File: src/rtl/proximity_pkg.sv
// Shared types and defaults for the proximity sensor input conditioner.
// Contents: FSM state enum, default parameter values, debounce counter width helper.
package proximity_pkg;

  typedef enum logic [1:0] {
    CLEAR    = 2'd0,
    QUAL_SET = 2'd1,
    DETECT   = 2'd2,
    QUAL_CLR = 2'd3
  } prox_state_e;

  localparam int unsigned SYNC_STAGES_DEF     = 2;
  localparam int unsigned DEBOUNCE_CYCLES_DEF = 8;
  localparam int unsigned GLITCH_W_DEF        = 8;

  // ceil(log2(n)), floored at one bit so the counter always exists.
  function automatic int unsigned cnt_width(input int unsigned n);
    int unsigned w;
    w = $clog2(n);
    return (w < 1) ? 1 : w;
  endfunction

endpackage

File: src/rtl/proximity_sync.sv
// Multi-flop synchronizer for the asynchronous proximity pin.
// Ports: clk, rst_n (async active-low), d (raw async input), s (synchronized output).
module proximity_sync
  import proximity_pkg::*;
#(
  parameter int unsigned SYNC_STAGES = SYNC_STAGES_DEF
) (
  input  logic clk,
  input  logic rst_n,
  input  logic d,
  output logic s
);

  logic [SYNC_STAGES-1:0] chain;

  always_ff @(posedge clk or negedge rst_n) begin
    if (!rst_n) begin
      chain <= '0;
    end else begin
      chain <= {chain[SYNC_STAGES-2:0], d};
    end
  end

  assign s = chain[SYNC_STAGES-1];

endmodule

File: src/rtl/proximity_input_conditioner.sv
// Conditions the raw proximity pin into a debounced level z for the rotation controller.
// Ports: clk, rst_n (async active-low), sensor_raw (async pin), glitch_clr (sync clear),
//        z (debounced level), z_rise/z_fall (one-cycle edge strobes),
//        glitch_cnt (saturating count of aborted qualifications).
module proximity_input_conditioner
  import proximity_pkg::*;
#(
  parameter int unsigned SYNC_STAGES     = SYNC_STAGES_DEF,
  parameter int unsigned DEBOUNCE_CYCLES = DEBOUNCE_CYCLES_DEF,
  parameter int unsigned GLITCH_W        = GLITCH_W_DEF
) (
  input  logic                clk,
  input  logic                rst_n,
  input  logic                sensor_raw,
  input  logic                glitch_clr,
  output logic                z,
  output logic                z_rise,
  output logic                z_fall,
  output logic [GLITCH_W-1:0] glitch_cnt
);

  localparam int unsigned   CW       = cnt_width(DEBOUNCE_CYCLES);
  localparam logic [CW-1:0] CNT_ONE  = CW'(1);
  localparam logic [CW-1:0] CNT_LAST = CW'(DEBOUNCE_CYCLES - 1);

  logic          s;
  prox_state_e   state_q, state_d;
  logic [CW-1:0] cnt_q, cnt_d;
  logic          z_d, rise_d, fall_d;
  logic          glitch;

  proximity_sync #(
    .SYNC_STAGES(SYNC_STAGES)
  ) u_sync (
    .clk  (clk),
    .rst_n(rst_n),
    .d    (sensor_raw),
    .s    (s)
  );

  always_ff @(posedge clk or negedge rst_n) begin
    if (!rst_n) begin
      state_q <= CLEAR;
      cnt_q   <= '0;
      z       <= 1'b0;
      z_rise  <= 1'b0;
      z_fall  <= 1'b0;
    end else begin
      state_q <= state_d;
      cnt_q   <= cnt_d;
      z       <= z_d;
      z_rise  <= rise_d;
      z_fall  <= fall_d;
    end
  end

  always_comb begin
    state_d = state_q;
    cnt_d   = cnt_q;
    z_d     = z;
    rise_d  = 1'b0;
    fall_d  = 1'b0;
    glitch  = 1'b0;
    case (state_q)
      CLEAR: begin
        z_d = 1'b0;
        if (s) begin
          state_d = QUAL_SET;
          cnt_d   = CNT_ONE;
        end
      end
      QUAL_SET: begin
        if (s) begin
          if (cnt_q == CNT_LAST) begin
            state_d = DETECT;
            cnt_d   = '0;
            z_d     = 1'b1;
            rise_d  = 1'b1;
          end else begin
            cnt_d = cnt_q + CNT_ONE;
          end
        end else begin
          state_d = CLEAR;
          cnt_d   = '0;
          glitch  = 1'b1;
        end
      end
      DETECT: begin
        z_d = 1'b1;
        if (!s) begin
          state_d = QUAL_CLR;
          cnt_d   = CNT_ONE;
        end
      end
      QUAL_CLR: begin
        if (!s) begin
          if (cnt_q == CNT_LAST) begin
            state_d = CLEAR;
            cnt_d   = '0;
            z_d     = 1'b0;
            fall_d  = 1'b1;
          end else begin
            cnt_d = cnt_q + CNT_ONE;
          end
        end else begin
          state_d = DETECT;
          cnt_d   = '0;
          glitch  = 1'b1;
        end
      end
      default: begin
        state_d = CLEAR;
        cnt_d   = '0;
        z_d     = 1'b0;
      end
    endcase
  end

  // Clear has priority over a same-edge glitch event.
  always_ff @(posedge clk or negedge rst_n) begin
    if (!rst_n) begin
      glitch_cnt <= '0;
    end else if (glitch_clr) begin
      glitch_cnt <= '0;
    end else if (glitch && (glitch_cnt != '1)) begin
      glitch_cnt <= glitch_cnt + {{(GLITCH_W-1){1'b0}}, 1'b1};
    end
  end

endmodule
File: config.mk
export PLATFORM = sky130hd
export DESIGN_NAME = proximity_input_conditioner
export DESIGN_NICKNAME = d
export VERILOG_FILES = /design/src/rtl/proximity_pkg.sv /design/src/rtl/proximity_sync.sv /design/src/rtl/proximity_input_conditioner.sv
export SDC_FILE = /design/constraint.sdc
export NUM_CORES = 1
export LEC_CHECK = 0
export ABC_AREA = 0
export CAP_MARGIN = 20
export CORE_AREA = 3 3 50 52
export CTS_BUF_LIST = sky130_fd_sc_hd__clkbuf_8
export CTS_CLUSTER_DIAMETER = 50
export DETAILED_ROUTE_END_ITERATION = 6
export DIE_AREA = 0 0 53 55
export PLACE_DENSITY = 0.67
export SYNTH_ARGS = -nofsm -noshare
export SYNTH_HDL_FRONTEND = slang
export SYNTH_HIERARCHICAL = 1
export SYNTH_SLANG_ARGS = --single-unit
File: constraint.sdc
create_clock -name clk -period 4.05 [get_ports clk]
set_input_delay 0.81 -clock clk [delete_from_list [all_inputs] [get_ports clk]]
set_output_delay 0.81 -clock clk [all_outputs]
set_load 0.05 [all_outputs]
==> impl_metrics.ini <==
[cells_and_area]
fin_util = 0.537
fin_cells = 127
drive_above_1_share = 0.131
syn_to_final_growth_pct = 22.9
fill_cells = 207
fin_nets = 111
antennaDiodeCount = 0

[synthesis]
synth_warnings = 6
synthTopCellsByArea = dfrtp_1 (48%), ha_1 (9.3%), xor2_1 (4.7%), nor2_1 (4.4%), mux2i_1 (3.2%)
syn_inst = 83
synthTopCellsByCount = dfrtp_1 (18), nor2_1 (11), ha_1 (7)
synth.yosys.seq_area_share = 0.480
synth_fa_ha_area_frac = 0.0933
synth_fp_nets = 94
synth-xor-area-share = 0.0467
synthMuxAreaShare = 0.0880
synth_cell_type_count = 29
synth_top_family_by_area = compound AO/OA/AOI/OAI gates
synth_top_cell_area_share = 0.480
synth_top_area_cell = dfrtp_1
synth_edf_count = 0
synth-seq-cells = 18
synth-compound-area-share = 0.132
avgSynthCellArea_um2 = 11.3
synthMostInstantiatedCell = dfrtp_1
synth_area_um2 = 938
async_flop_share = 1.00
synthSimpleGateAreaFrac = 0.128
postSynth.topFlopCell = dfrtp_1

[setup_path]
start_kind = flip-flop
crit_buf_inv = 1
cp_data_required_time_ns = 3.24
critPathTopFamily = buffers and inverters
worst-setup-path-type = flip-flop to primary output
worst_path_largest_cell_delay_ns = 0.83
crit_slowest_cell = clkdlybuf4s50_1
end_kind = primary output
cp.arrival_ns = 1.51
crit_fanout = 5
cp_cell_sequence = clkdlybuf4s50_1

[sta]
worst_pin_slew_ns = 0.789
finalHoldViolations = 0
timing.final.crit_share = 0.573
maxSlewViolCount = 0
rsz0062_at_grt = false
maxSlewHeadroom = 0.473
clock.fmax_mhz = 431
setup_viol = 0
fin_tns_setup_ns = 0
min_period_ns = 2.32
skew_ns = 0.00411

[global_routing]
grt_start_max_net_pins = 19
grt_use_met3 = 0.0375
grt_pass1_vias = 674
grt_pass1_wl_um = 2800
top_usage_layer = met2
grtUsageTotal = 0.135
antenna_found_initial = 0
grt_overflow = 0
grt.met1_usage = 0.153
grt_util_met2 = 0.229

[clock_network]
clock_latency_ns = 0.25
numClockSinks = 18
htreeDepth = 1
cts_buffer_depth = 2
cts.clk_slew.worst_paths_ns = 0.07
root_buffer = clkbuf_8
cts_setup_buffers = 0
cts_buffers = 3
cts_tree = built
postCtsHoldBufs = 0
cts-resized-gates = 0

[floorplanning]
core_um2 = 2150
num_rows = 17
die_w_um = 53
die_y_um = 55
dieArea_um2 = 2920
initial_core_util = 0.437
ios = 15

[routing]
dr.pass1.iters = 4
wl_per_cell_um = 12.7
wl_um = 1620
drc = 0
via_per_inst = 5.20
via_count = 661
drtIter0Drc = 8
drtAntennaViolNets = 0

[pwr]
pwr-share-clk = 0.209
p_total_uw = 690
seq_power_share = 0.358
power.density_nw_per_um2 = 598
leakage_uw = 0.000527
pwr-share-comb = 0.434
switchingPower_uw = 251
intPower_uw = 438
ir_worst_vdd_mv = 0.239
power.share.switching = 0.364

[placement]
gp_congestion = 0.742
dp.cells = 123
port_buffers = 14
dp.final_hpwl_um = 1190

[hold_path]
hold_class = flip-flop to flip-flop

[job]
cap_violations = 0

[status]
status = completed
[metrics by stage]
stage	hold slack (ns)	instance area [um^2]	worst slack, ns
finish	0.349	1150	1.73
global route	0.368	1150	1.68
CTS	0.352	1150	1.73
detailed placement	0.336	1100	2.01
global placement	0.333	1100	2.03
floorplan	0.331	938	2.29
[sequential cells by signal, summed over array words and instances (netlist names), named ones only]
signal / count
cnt_q: 3
z: 1
z_rise: 1
u_sync/chain: 2
state_q: 1
glitch_cnt: 8
z_fall: 1
[layout make-up]
type | instances | area (um^2) | share of cell area
multi-input cells | 59 | 458 | 0.397
repair buffers | 14 | 140 | 0.121
inverters | 4 | 15.0 | 0.0130
flip-flops and latches | 18 | 450 | 0.390
clock buffers | 4 | 55.1 | 0.0477
well taps | 28 | 35.0 | 0.0304
[placed cells by master (no fill, tap or decap)]
master           synthesis  layout
a211oi_1                 1       1
a21oi_1                  2       2
a22o_2                   2       2
a22oi_1                  1       1
and2_1                   2       2
and3_1                   1       1
and3_2                   1       1
clkbuf_8                 0       4
clkdlybuf4s50_1          0      14
dfrtp_1                 18      18
ha_1                     7       7
inv_1                    4       4
mux2_2                   2       2
mux2_4                   2       2
mux2i_1                  3       3
nand2_1                  2       2
nand2b_1                 1       1
nand3_1                  1       1
nand4_1                  2       2
nor2_1                  11      11
nor3_1                   3       3
o2111ai_1                2       2
o211ai_1                 2       2
o21a_1                   1       1
o21ai_0                  2       2
o21ba_2                  1       1
o21bai_4                 1       1
or2_1                    1       1
xor2_1                   5       5
[path summary, 6_finish.rpt]
kind,to,depth (start not counted),slack (ns),start
max reg2reg,flip-flop,6,2.26,flip-flop
min in group asynchronous,cnt_q[1],1,1.02,rst_n
max in group asynchronous,z,1,2.54,rst_n
max,glitch_cnt[2],1,1.73,glitch_cnt[2]
min,u_sync/chain[1],0,0.35,u_sync/chain[0]
min reg2reg,u_sync/chain[1],0,0.35,u_sync/chain[0]
[power groups by stage]
stage	logic, uW	clock network, uW	registers [uW]
finish	299	144	247
detailed placement	305	0	250
CTS	306	150	248
floorplan	194	0	289
global placement	299	0	249
global route	336	157	253
[worst reg2reg max path, stage by stage (launching register included)]
cell,delay (ns)
dfrtp_1,0.40
inv_1,0.09
ha_1,0.19
mux2_4,0.30
o21bai_4,0.18
or2_1,0.22
mux2_4,0.29
[kinds of logic (layout without fill, tap and decap cells)]
kind of cell,Yosys count,count (layout)
xor+xnor,5,5
flops,18,18
simple gates,25,25
fa+ha+maj,7,7
buf+inv,6,22
mux,7,7
compound gates,15,15
[metal layers]
metal  wire (um)  part of all wire  up-vias
li1            -                 -      322
met1         710              0.44      316
met2         791              0.49       18
met5           0                 0        -
met4          38             0.023        0
met3          80             0.049        5
Note: power is estimated with default switching activity, not from simulation.
